<file path="config.mk">
export PLATFORM = sky130hd
export DESIGN_NAME = clock_time_controller
export DESIGN_NICKNAME = d
export VERILOG_FILES = /design/src/rtl/clock_time_controller.sv
export SDC_FILE = /design/constraint.sdc
export NUM_CORES = 1
export LEC_CHECK = 0
export CORE_MARGIN = 10
export CORE_UTILIZATION = 25
export DETAILED_ROUTE_END_ITERATION = 10
export GPL_TIMING_DRIVEN = 0
export HOLD_SLACK_MARGIN = 0.05
export PLACE_DENSITY = 0.51
export SETUP_SLACK_MARGIN = 0.3
export SLEW_MARGIN = 25
export SYNTH_ARGS = -nofsm -noshare
export SYNTH_HDL_FRONTEND = slang
export SYNTH_SLANG_ARGS = --single-unit
</file>
<file path="constraint.sdc">
create_clock -name clock -period 1.7 [get_ports clock]
set_clock_uncertainty 0.2 [all_clocks]
set_input_delay 0.34 -clock clock [delete_from_list [all_inputs] [get_ports clock]]
set_output_delay 0.34 -clock clock [all_outputs]
set_load 0.1 [all_outputs]
</file>
<file path="src/rtl/clock_time_controller.sv">
// Mode/edit FSM for the 24-hour clock: time-set, alarm-set, load strobe and alarm ring.
// Buttons act one cycle after sampling; no backpressure (pulse inputs, strobe outputs).
module clock_time_controller #(
   parameter int ALARM_HR_INIT  = 6,
   parameter int ALARM_MIN_INIT = 0,
   parameter int RING_SECS      = 60
) (
   input  logic       clock,
   input  logic       reset,
   input  logic       tick,
   input  logic       btn_mode,
   input  logic       btn_inc,
   input  logic       btn_alarm_off,
   input  logic [4:0] cur_hr,
   input  logic [5:0] cur_min,
   input  logic [5:0] cur_sec,
   output logic       clk_en,
   output logic       load,
   output logic [4:0] ld_hr,
   output logic [5:0] ld_min,
   output logic [5:0] ld_sec,
   output logic [1:0] edit_field,
   output logic       alm_sel,
   output logic       blink,
   output logic [4:0] alarm_hr,
   output logic [5:0] alarm_min,
   output logic       armed,
   output logic       alarm_ring
);

   typedef enum logic [2:0] {RUN, SET_HR, SET_MIN, ALM_HR, ALM_MIN} state_t;

   state_t     state, state_nxt;
   logic       inc_ok, armed_nxt, blink_nxt;
   logic       match, match_d, ring_set, ring_clr;
   logic [5:0] ring_cnt;

   function automatic logic [4:0] inc_hr(input logic [4:0] v);
      return (v >= 5'd23) ? 5'd0 : v + 5'd1;
   endfunction

   function automatic logic [5:0] inc_min(input logic [5:0] v);
      return (v >= 6'd59) ? 6'd0 : v + 6'd1;
   endfunction

   always_comb begin
      state_nxt = state;
      if (btn_mode) begin
         case (state)
            RUN:     state_nxt = SET_HR;
            SET_HR:  state_nxt = SET_MIN;
            SET_MIN: state_nxt = ALM_HR;
            ALM_HR:  state_nxt = ALM_MIN;
            default: state_nxt = RUN;
         endcase
      end
   end

   // Mode takes priority over inc when both arrive together.
   assign inc_ok    = btn_inc & ~btn_mode;
   assign armed_nxt = (inc_ok && state == RUN) ? ~armed : armed;

   always_comb begin
      blink_nxt = blink;
      if (state_nxt == RUN || state_nxt != state) blink_nxt = 1'b0;
      else if (tick)                              blink_nxt = ~blink;
   end

   always_comb begin
      edit_field = 2'd0;
      case (state)
         SET_HR:          edit_field = 2'd1;
         SET_MIN:         edit_field = 2'd2;
         ALM_HR, ALM_MIN: edit_field = 2'd3;
         default:         edit_field = 2'd0;
      endcase
   end

   assign alm_sel = (state == ALM_MIN);
   assign ld_sec  = 6'd0;
   // Time is frozen while editing, and never advances in the load cycle.
   assign clk_en  = tick & ~reset & ~load &
                    (state == RUN || state == ALM_HR || state == ALM_MIN);

   assign match    = armed && state != SET_HR && state != SET_MIN &&
                     cur_hr == alarm_hr && cur_min == alarm_min && cur_sec == 6'd0;
   assign ring_set = match & ~match_d;
   assign ring_clr = btn_alarm_off | ~armed_nxt |
                     (alarm_ring & tick & (ring_cnt == 6'(RING_SECS - 1)));

   always_ff @(posedge clock) begin
      if (reset) begin
         state      <= RUN;
         load       <= 1'b0;
         ld_hr      <= 5'd0;
         ld_min     <= 6'd0;
         blink      <= 1'b0;
         alarm_hr   <= 5'(ALARM_HR_INIT);
         alarm_min  <= 6'(ALARM_MIN_INIT);
         armed      <= 1'b0;
         match_d    <= 1'b0;
         alarm_ring <= 1'b0;
         ring_cnt   <= 6'd0;
      end else begin
         state   <= state_nxt;
         load    <= btn_mode && state == SET_MIN;
         blink   <= blink_nxt;
         armed   <= armed_nxt;
         match_d <= match;

         if (btn_mode && state == RUN) begin
            ld_hr  <= cur_hr;
            ld_min <= cur_min;
         end else if (inc_ok && state == SET_HR) begin
            ld_hr <= inc_hr(ld_hr);
         end else if (inc_ok && state == SET_MIN) begin
            ld_min <= inc_min(ld_min);
         end

         if (inc_ok && state == ALM_HR)  alarm_hr  <= inc_hr(alarm_hr);
         if (inc_ok && state == ALM_MIN) alarm_min <= inc_min(alarm_min);

         if (ring_clr) begin
            alarm_ring <= 1'b0;
            ring_cnt   <= 6'd0;
         end else if (ring_set) begin
            alarm_ring <= 1'b1;
            ring_cnt   <= 6'd0;
         end else if (alarm_ring && tick) begin
            ring_cnt <= ring_cnt + 6'd1;
         end
      end
   end

endmodule

</file>
==> results.yml, run 1 <==
setup_path:
  cp.required_ns: 1.16
  rr_endpoint: "alarm_ring$_SDFFE_PP0P_"
  r2r_cells: 10
  end_kind: "output pin"
  critical_path_peak_fanout: 11
  r2r-start: "state[1]$_SDFF_PP0_"
  ff2ff_setup_slack_ns: -0.33
  crit_type: "reg -> out"
  arrival_ns: 1.61
  critPathLaunchType: "flop"
layout:
  drive_above_1_share_pct: 52.1
  syn2layout_area_growth_pct: 92.1
  fillers: 755
  fin_nets: 384
  diodes: 0
cts:
  cts_tree: "yes"
  ctsLongestPathBuffers: 2
  root_buffer: "clkbuf_8"
  htree_levels: 2
  clk_pin_slew_ns: 0.07
  cts_hold_buf: 0
  cts_buffers: 5
  cts_sinks: 36
  clock_latency_ns: 0.29
routing:
  first_iter_violations: 56
  remaining_drc_errors: 0
  wirelength_mm: 7.39
  vias: 2284
  first_pass_iters: 5
  wl_per_cell_um: 16.0
  viasPerCell: 4.94
  final_antenna_net_count: 0
power_and_ir_drop:
  p_per_area_mw_per_mm2: 606
  ir_worst_vdd_mv: 0.301
  power_mw: 2.47
  p_leak_nw: 1.56
sta:
  worstMarginPinSlew_ns: 0.540
  finalSetupViolCount: 33
  finalCriticalPeriod_ns: 2.15
  timing.final.crit_share_pct: 127
  slew_violations: 0
  hold_viol: 0
  fin_ws_ns: -0.454
  relSlewSlack_pct: 64.0
  timing.fmax_mhz: 464
  rsz0062_at_grt: "yes"
yosys:
  synthCells: 247
  async_flop_share_pct: 0
  synth-seq-area-share_pct: 33.9
  synth_top_area_cell: "dfxtp_1"
  ys_types: 58
  synth_edf_count: 0
  synthTopCellsByArea: "dfxtp_1 (34%), xnor2_1 (4.9%), xor2_1 (4.9%), nor2_1 (4.2%), ha_1 (2.9%)"
  ys_seq_elements: 36
  yosys-top-cells-count: "dfxtp_1 (36), nor2_1 (24), nand2_1 (16)"
  synth_top_area_share_pct: 33.9
  netlist_area_mm2: 0.00212
  synth_warnings: 0
  synth_ff_type: "dfxtp_1"
  synth_most_common_cell: "dfxtp_1"
  syn-mean-instance-area_um2: 8.60
worst_hold_path:
  hp-start: "alarm_min[1]$_SDFFE_PP0P_"
  hold_path_depth: 2
  min_to: "alarm_min[1]$_SDFFE_PP0P_"
  holdCritPathClass: "reg -> reg"
floorplanning:
  die_x_um: 112
  ioPinCount: 59
  core.rowCount: 33
  die_y_um: 112
  core_mm2: 0.00826
  die-area_mm2: 0.0126
  start_util_pct: 25.7
grt:
  busiest_layer: "met2"
  grt_pass1_wl_mm: 11.6
  use_met2_pct: 18.6
  antenna_found_initial: 0
  use_met1_pct: 13.2
  met3_usage_pct: 3.30
  grt_max_degree: 12
  overflow: 0
  track_usage_pct: 11.1
  grt_pass1_vias: 2246
placed_design:
  gp_congestion: 0.790
  pre_cts_slack_ns: -1.22
  portBuffers: 51
  hpwl_mm: 5.01
run_status:
  violations: "negative setup slack"
  status: "complete, but fails checks"
job:
  maxCapViolations: 0
## worst max path at each step
stage | startpoint | end | slack [ns] | cells after the start
final | state[2]$_SDFF_PP0_ | clk_en | -0.45 | 5
after global routing | state[2]$_SDFF_PP0_ | clk_en | -0.54 | 5
after global placement | reset | clk_en | -1.20 | 4
after CTS | state[0]$_SDFF_PP0_ | clk_en | -0.43 | 6
after floorplan | state[0]$_SDFF_PP0_ | clk_en | -0.71 | 5
after detailed placement | reset | clk_en | -1.22 | 4
## per-layer routing
| metal | wire [um] | vias to the layer above | part of all wire (%) |
|---|---|---|---|
| met1 | 3270 | 1090 | 44 |
| met2 | 3620 | 46 | 49 |
| met5 | 0 | - | 0 |
| met3 | 351 | 15 | 4.8 |
| li1 | - | 1133 | - |
| met4 | 148 | 0 | 2.0 |
## stage by stage
step	hold WS (ns)	std cells	area, um2	utilization [%]	TNS [ns]
global placement	0.291	408	3050	37.0	-27.12
finish	0.305	462	4080	49.4	-5.97
global route	0.356	462	4080	49.4	-8.44
floorplan	0.280	252	2410	-	-3.62
detailed placement	0.291	408	3050	37.0	-26.83
CTS	0.315	445	3760	45.6	-5.67
## worst max-delay path: stages, from the launching register on
cell,delay [ns]
dfxtp_4,0.35
buf_12,0.14
nor3b_4,0.22
nor2_2,0.08
nor4b_4,0.28
buf_6,0.26
## registers in the layout, summed over array words and instances (netlist names)
signal      cells
alarm_hr        5
ring_cnt        6
load            1
alarm_min       6
match_d         1
alarm_ring      1
ld_min          6
blink           1
armed           1
state           3
ld_hr           5
## logic make-up (layout without fill, tap and decap cells)
| group | after synthesis | count (layout) | share of synthesized area [%] |
|---|---|---|---|
| mux | 3 | 3 | 1.41 |
| fa+ha+maj | 5 | 5 | 2.95 |
| flops | 36 | 36 | 33.9 |
| buf+inv | 20 | 124 | 4.89 |
| simple gates | 104 | 104 | 28.6 |
| other cells | 1 | 6 | 0.177 |
| xor+xnor | 24 | 24 | 9.90 |
| compound gates | 54 | 55 | 18.1 |
## where the power goes
part | internal, mW | switching [mW] | leakage (nW)
Combinational | 0.414 | 0.550 | 1.21
Clock | 0.286 | 0.311 | 0.0399
Sequential | 0.853 | 0.0570 | 0.311
## what timing repair did
| item | CTS | global route |
|---|---|---|
| cloned | 2 | 1 |
| endpoints found under the setup margin | 63 | 62 |
| gates resized for setup | 302 | 47 |
| pin swaps | 13 | 20 |
| buffers inserted | 27 | 16 |
## cell type report
class / count / area [um2] / share of cell area (%)
inverters: 4 / 23.8 / 0.583
well taps: 105 / 131 / 3.22
repair buffers: 96 / 1190 / 29.3
plain buffers: 16 / 150 / 3.68
flip-flops and latches: 36 / 822 / 20.2
clock buffers: 7 / 76.3 / 1.87
multi-input cells: 197 / 1680 / 41.1
clock inverters: 1 / 3.75 / 0.0920
## cells in the final DEF, fill, tap and decap left out, types with 4 or more instances in the layout
cell             instances
nor3_1                   5
clkdlybuf4s50_1         16
nand3_1                  4
nand4_1                  5
dfxtp_1                  7
o21ai_0                  5
buf_6                   19
xor2_1                  11
dfxtp_4                 26
a21o_1                   4
nand2_2                  4
conb_1                   6
nor2_1                  18
a21oi_1                  9
xnor2_1                  9
a31oi_1                  5
nand2_1                 10
buf_4                   36
buf_12                  30
nor2_2                   4
clkbuf_8                 7
nand3_2                  5
dlygate4sd2_1            5
nor3_2                   6
No activity file was read; power rests on OpenSTA's default activity.
==> run 2, diff against run 1 <==
--- a/config.mk
+++ b/config.mk
@@ -9,9 +9,10 @@
 export CORE_UTILIZATION = 25
 export DETAILED_ROUTE_END_ITERATION = 10
 export GPL_TIMING_DRIVEN = 0
-export HOLD_SLACK_MARGIN = 0.05
+export HOLD_SLACK_MARGIN = 0.02
 export PLACE_DENSITY = 0.51
 export SETUP_SLACK_MARGIN = 0.3
+export SKIP_LAST_GASP = 1
 export SLEW_MARGIN = 25
 export SYNTH_ARGS = -nofsm -noshare
 export SYNTH_HDL_FRONTEND = slang
==> results.yml, run 2 (same netlist as run 1, synthesis figures left out) <==
setup_path:
  r2r_cells: 5
  slowest_delay_ns: 0.35
  critical_path_peak_fanout: 11
  critPathLaunchType: "flop"
  end_kind: "output pin"
  crit_chain: "buf_8, nor3b_4, nor2_2, nor4b_4, buf_6"
  cp.required_ns: 1.16
  crit_type: "reg -> out"
  arrival_ns: 1.62
  slowest_stage: "dfxtp_4"
grt:
  track_usage_pct: 11.1
  met3_usage_pct: 3.35
  use_met1_pct: 13.3
  busiest_layer: "met2"
  grt_pass1_wl_mm: 11.7
  overflow: 0
  grt_max_degree: 12
  antenna_found_initial: 0
  use_met2_pct: 18.8
  grt_pass1_vias: 2259
layout:
  drive_above_1_share_pct: 49.0
  sequential_cell_area_um2: 822
  syn2layout_area_growth_pct: 88.9
  multi_input_area_mm2: 0.00163
  layout_common_cells: "buf_4 (38), buf_12 (28), dfxtp_4 (26), nor2_1 (20), buf_6 (17)"
  final_cells: 462
  fillers: 767
  final_common_cell: "buf_4"
  reg_top3: "alarm_min x6, ld_min x6, ring_cnt x6"
  fin_nets: 384
  diodes: 0
sta:
  finalSetupViolCount: 29
  timing.final.crit_share_pct: 127
  relSlewSlack_pct: 65.1
  worstMarginPinSlew_ns: 0.524
  fin_setup_tns_ns: -4.90
  slew_violations: 0
  timing.fmax_mhz: 464
  finalCriticalPeriod_ns: 2.16
  fin_ws_ns: -0.457
  rsz0062_at_grt: "yes"
  hold_viol: 0
cts:
  clock_latency_ns: 0.29
  htree_levels: 2
  ctsLongestPathBuffers: 2
  cts_tree: "yes"
  root_buffer: "clkbuf_8"
  cts_buffers: 5
  clk_pin_slew_ns: 0.07
  cts_sinks: 36
  cts_hold_buf: 0
run_status:
  violations: "negative setup slack"
  status: "complete, but fails checks"
worst_hold_path:
  hold_path_depth: 2
  holdCritPathClass: "reg -> reg"
routing:
  vias: 2260
  wirelength_mm: 7.37
  first_pass_iters: 4
  remaining_drc_errors: 0
  final_antenna_net_count: 0
  first_iter_violations: 58
  viasPerCell: 4.89
  wl_per_cell_um: 15.9
floorplanning:
  core.rowCount: 33
  die_x_um: 112
  core_mm2: 0.00826
  die_y_um: 112
  die-area_mm2: 0.0126
  ioPinCount: 59
  start_util_pct: 25.7
placed_design:
  portBuffers: 51
  gp_congestion: 0.790
  post-place-cells: 408
  hpwl_mm: 5.01
job:
  maxCapViolations: 0
power_and_ir_drop:
  p_per_area_mw_per_mm2: 616
  ir_worst_vdd_mv: 0.308
  p_leak_nw: 1.53
-- run 2: stage by stage --
step	total power [mW]	setup WS [ns]	util (%)	cell area, um2	hold slack [ns]
2_1_floorplan	1.44	-0.711	-	2410	0.280
4_1_cts	2.40	-0.432	45.3	3740	0.315
3_5_place_dp	1.63	-1.22	37.0	3050	0.291
5_1_grt	2.60	-0.538	48.6	4010	0.356
6_report	2.47	-0.457	48.6	4010	0.306
3_3_place_gp	1.63	-1.20	37.0	3050	0.291
-- run 2: worst paths after layout --
kind | to | slack [ns] | startpoint
min | alarm_min[1]$_SDFFE_PP0P_ | 0.31 | alarm_min[1]$_SDFFE_PP0P_
min reg2reg | alarm_min[1]$_SDFFE_PP0P_ | 0.31 | alarm_min[1]$_SDFFE_PP0P_
max | clk_en | -0.46 | state[2]$_SDFF_PP0_
max reg2reg | alarm_ring$_SDFFE_PP0P_ | -0.23 | alarm_min[0]$_SDFFE_PP0P_
-- run 2: final cells by class --
type,instances,area share [%]
Buffer,16,3.62
Inverter,4,0.593
Multi-Input combinational cell,197,40.6
Clock inverter,1,0.0936
Clock buffer,7,1.90
Timing Repair Buffer,96,29.5
Sequential cell,36,20.5
Tap cell,105,3.28
-- run 2: power by group --
part	switching, mW	internal (mW)
Clock	0.313	0.286
Sequential	0.0574	0.853
Combinational	0.547	0.415
-- run 2: metal layers --
metal	wire length (um)	part of all wire, %
met5	0	0
met3	364	4.9
met4	89	1.2
met1	3180	43
met2	3730	51
-- run 2: what timing repair did --
action                     4_1_cts  5_1_grt
pin swaps                       13       19
resized for setup              297       35
setup endpoints to repair       63       62
cloned                           2        1
buffers inserted                27       16
-- run 2: worst max-delay path: cells and delay by family, from the launching register on --
family | cells | cell delay [ns]
buffers and inverters | 2 | 0.40
and+or+nand+nor | 3 | 0.58
DFF | 1 | 0.35
==> run 3, diff against run 2 <==
--- a/config.mk
+++ b/config.mk
@@ -5,12 +5,13 @@
 export SDC_FILE = /design/constraint.sdc
 export NUM_CORES = 1
 export LEC_CHECK = 0
+export ABC_AREA = 0
 export CORE_MARGIN = 10
 export CORE_UTILIZATION = 25
 export DETAILED_ROUTE_END_ITERATION = 10
 export GPL_TIMING_DRIVEN = 0
 export HOLD_SLACK_MARGIN = 0.02
-export PLACE_DENSITY = 0.51
+export PLACE_DENSITY = 0.49
 export SETUP_SLACK_MARGIN = 0.3
 export SKIP_LAST_GASP = 1
 export SLEW_MARGIN = 25
==> constraint.sdc (replaced) <==
create_clock -name clock -period 2.6 [get_ports clock]
set_clock_uncertainty 0.2 [all_clocks]
set_input_delay 0.52 -clock clock [delete_from_list [all_inputs] [get_ports clock]]
set_output_delay 0.52 -clock clock [all_outputs]
set_load 0.1 [all_outputs]
==> results.yml, run 3 (same netlist as run 1, synthesis figures left out) <==
cts:
  cts_sinks: 36
  clock_latency_ns: 0.29
  htree_levels: 2
  clk_pin_slew_ns: 0.08
  root_buffer: "clkbuf_8"
  cts_buffers: 5
  ctsLongestPathBuffers: 2
  cts_tree: "yes"
  cts_hold_buf: 0
setup_path:
  critical_path_peak_fanout: 8
  rr_endpoint: "ld_min[4]$_SDFFE_PP0P_"
  end_kind: "output pin"
  crit_type: "reg -> out"
  r2r-start: "state[0]$_SDFF_PP0_"
  arrival_ns: 1.63
  critPathLaunchType: "flop"
  ff2ff_setup_slack_ns: 0.68
  r2r_cells: 5
  cp.required_ns: 1.88
sta:
  finalCriticalPeriod_ns: 2.35
  slew_violations: 0
  whs_ns: 0.326
  hold_viol: 0
  fin_setup_tns_ns: 0
  rsz0062_at_grt: "yes"
  fin_ws_ns: 0.247
  timing.fmax_mhz: 425
  worstMarginPinSlew_ns: 0.963
  timing.final.crit_share_pct: 90.5
  relSlewSlack_pct: 36.0
  finalSetupViolCount: 0
layout:
  reg_top3: "alarm_min x6, ld_min x6, ring_cnt x6"
  final_common_cell: "dfxtp_1"
  layout_common_cells: "dfxtp_1 (28), nor2_1 (23), clkdlybuf4s50_1 (21), nand2_1 (16), clkdlybuf4s15_2 (15)"
  fin_util_pct: 36.5
  fin_nets: 344
  diodes: 0
  fillers: 895
  final_cells: 422
  syn2layout_area_growth_pct: 41.9
  drive_above_1_share_pct: 24.3
  finalInstanceArea_mm2: 0.00301
placed_design:
  post-place-cells: 408
  pre_cts_slack_ns: -0.604
  place_area_mm2: 0.00282
  gp_congestion: 0.766
  hpwl_mm: 4.91
  portBuffers: 51
worst_hold_path:
  hp-start: "alarm_min[1]$_SDFFE_PP0P_"
  min_to: "alarm_min[1]$_SDFFE_PP0P_"
  hold_path_depth: 2
  holdCritPathClass: "reg -> reg"
power_and_ir_drop:
  power_mw: 1.54
  p_per_area_mw_per_mm2: 512
  p_leak_nw: 1.13
  ir_worst_vdd_mv: 0.195
routing:
  wirelength_mm: 6.32
  first_pass_iters: 4
  first_iter_violations: 61
  vias: 2054
  viasPerCell: 4.87
  final_antenna_net_count: 0
  wl_per_cell_um: 15.0
  remaining_drc_errors: 0
floorplanning:
  start_util_pct: 25.7
  die-area_mm2: 0.0126
  core_mm2: 0.00826
  core.rowCount: 33
  ioPinCount: 59
  die_y_um: 112
  die_x_um: 112
grt:
  track_usage_pct: 9.85
  grt_max_degree: 12
  grt_pass1_vias: 2007
  antenna_found_initial: 0
  grt_pass1_wl_mm: 10.4
  overflow: 0
run_status:
  status: "complete, no violations"
job:
  maxCapViolations: 0
## run 3: worst max-delay path, cell delays in order, from the launching register on
cell	delay, ns
dfxtp_4	0.37
buf_8	0.13
inv_8	0.03
nor3b_4	0.21
nor2_2	0.08
nor4b_4	0.26
buf_6	0.26
## run 3: final cells by class
cell class / count / area [um2] / share of cell area [%]
timing repair buffer: 57 / 538 / 17.9
clock buffer: 6 / 72.6 / 2.41
multi-input combinational: 196 / 1370 / 45.4
sequential: 36 / 733 / 24.3
tap: 105 / 131 / 4.36
inverter: 4 / 26.3 / 0.872
buffer: 16 / 109 / 3.61
clock inverter: 2 / 35.0 / 1.16
## run 3: worst max path at each step
stage	from	end	slack, ns	cells after the start
detailed placement	tick	clk_en	-0.60	3
floorplan	state[0]$_SDFF_PP0_	edit_field[0]	-0.02	3
global placement	tick	clk_en	-0.60	3
finish	state[0]$_SDFF_PP0_	clk_en	0.25	6
CTS	state[1]$_SDFF_PP0_	clk_en	0.09	5
global route	state[2]$_SDFF_PP0_	clk_en	0.17	5
## run 3: power breakdown
group          total [mW]  leakage, nW  internal, mW  switching (mW)
combinational       0.445        0.784         0.137           0.308
clock               0.497       0.0552         0.285           0.212
sequential          0.600        0.295         0.571          0.0289
total                1.54         1.13         0.993           0.549
## run 3: timing repair
action	in CTS	in global routing
setup buffers	0	6
gates resized for setup	90	28
setup endpoints to repair	37	24
cloned	0	0
endpoints found under the hold margin	0	0
pin swaps	0	3
## run 3: metal layers
metal  global-route usage [%]  share of wire (%)  vias to the layer above
met3                     4.42                7.4                        5
met1                     12.7                 48                      947
li1                         -                  -                     1044
met4                     2.37               0.63                        0
met2                     14.6                 44                       58
met5                        0                  0                        -
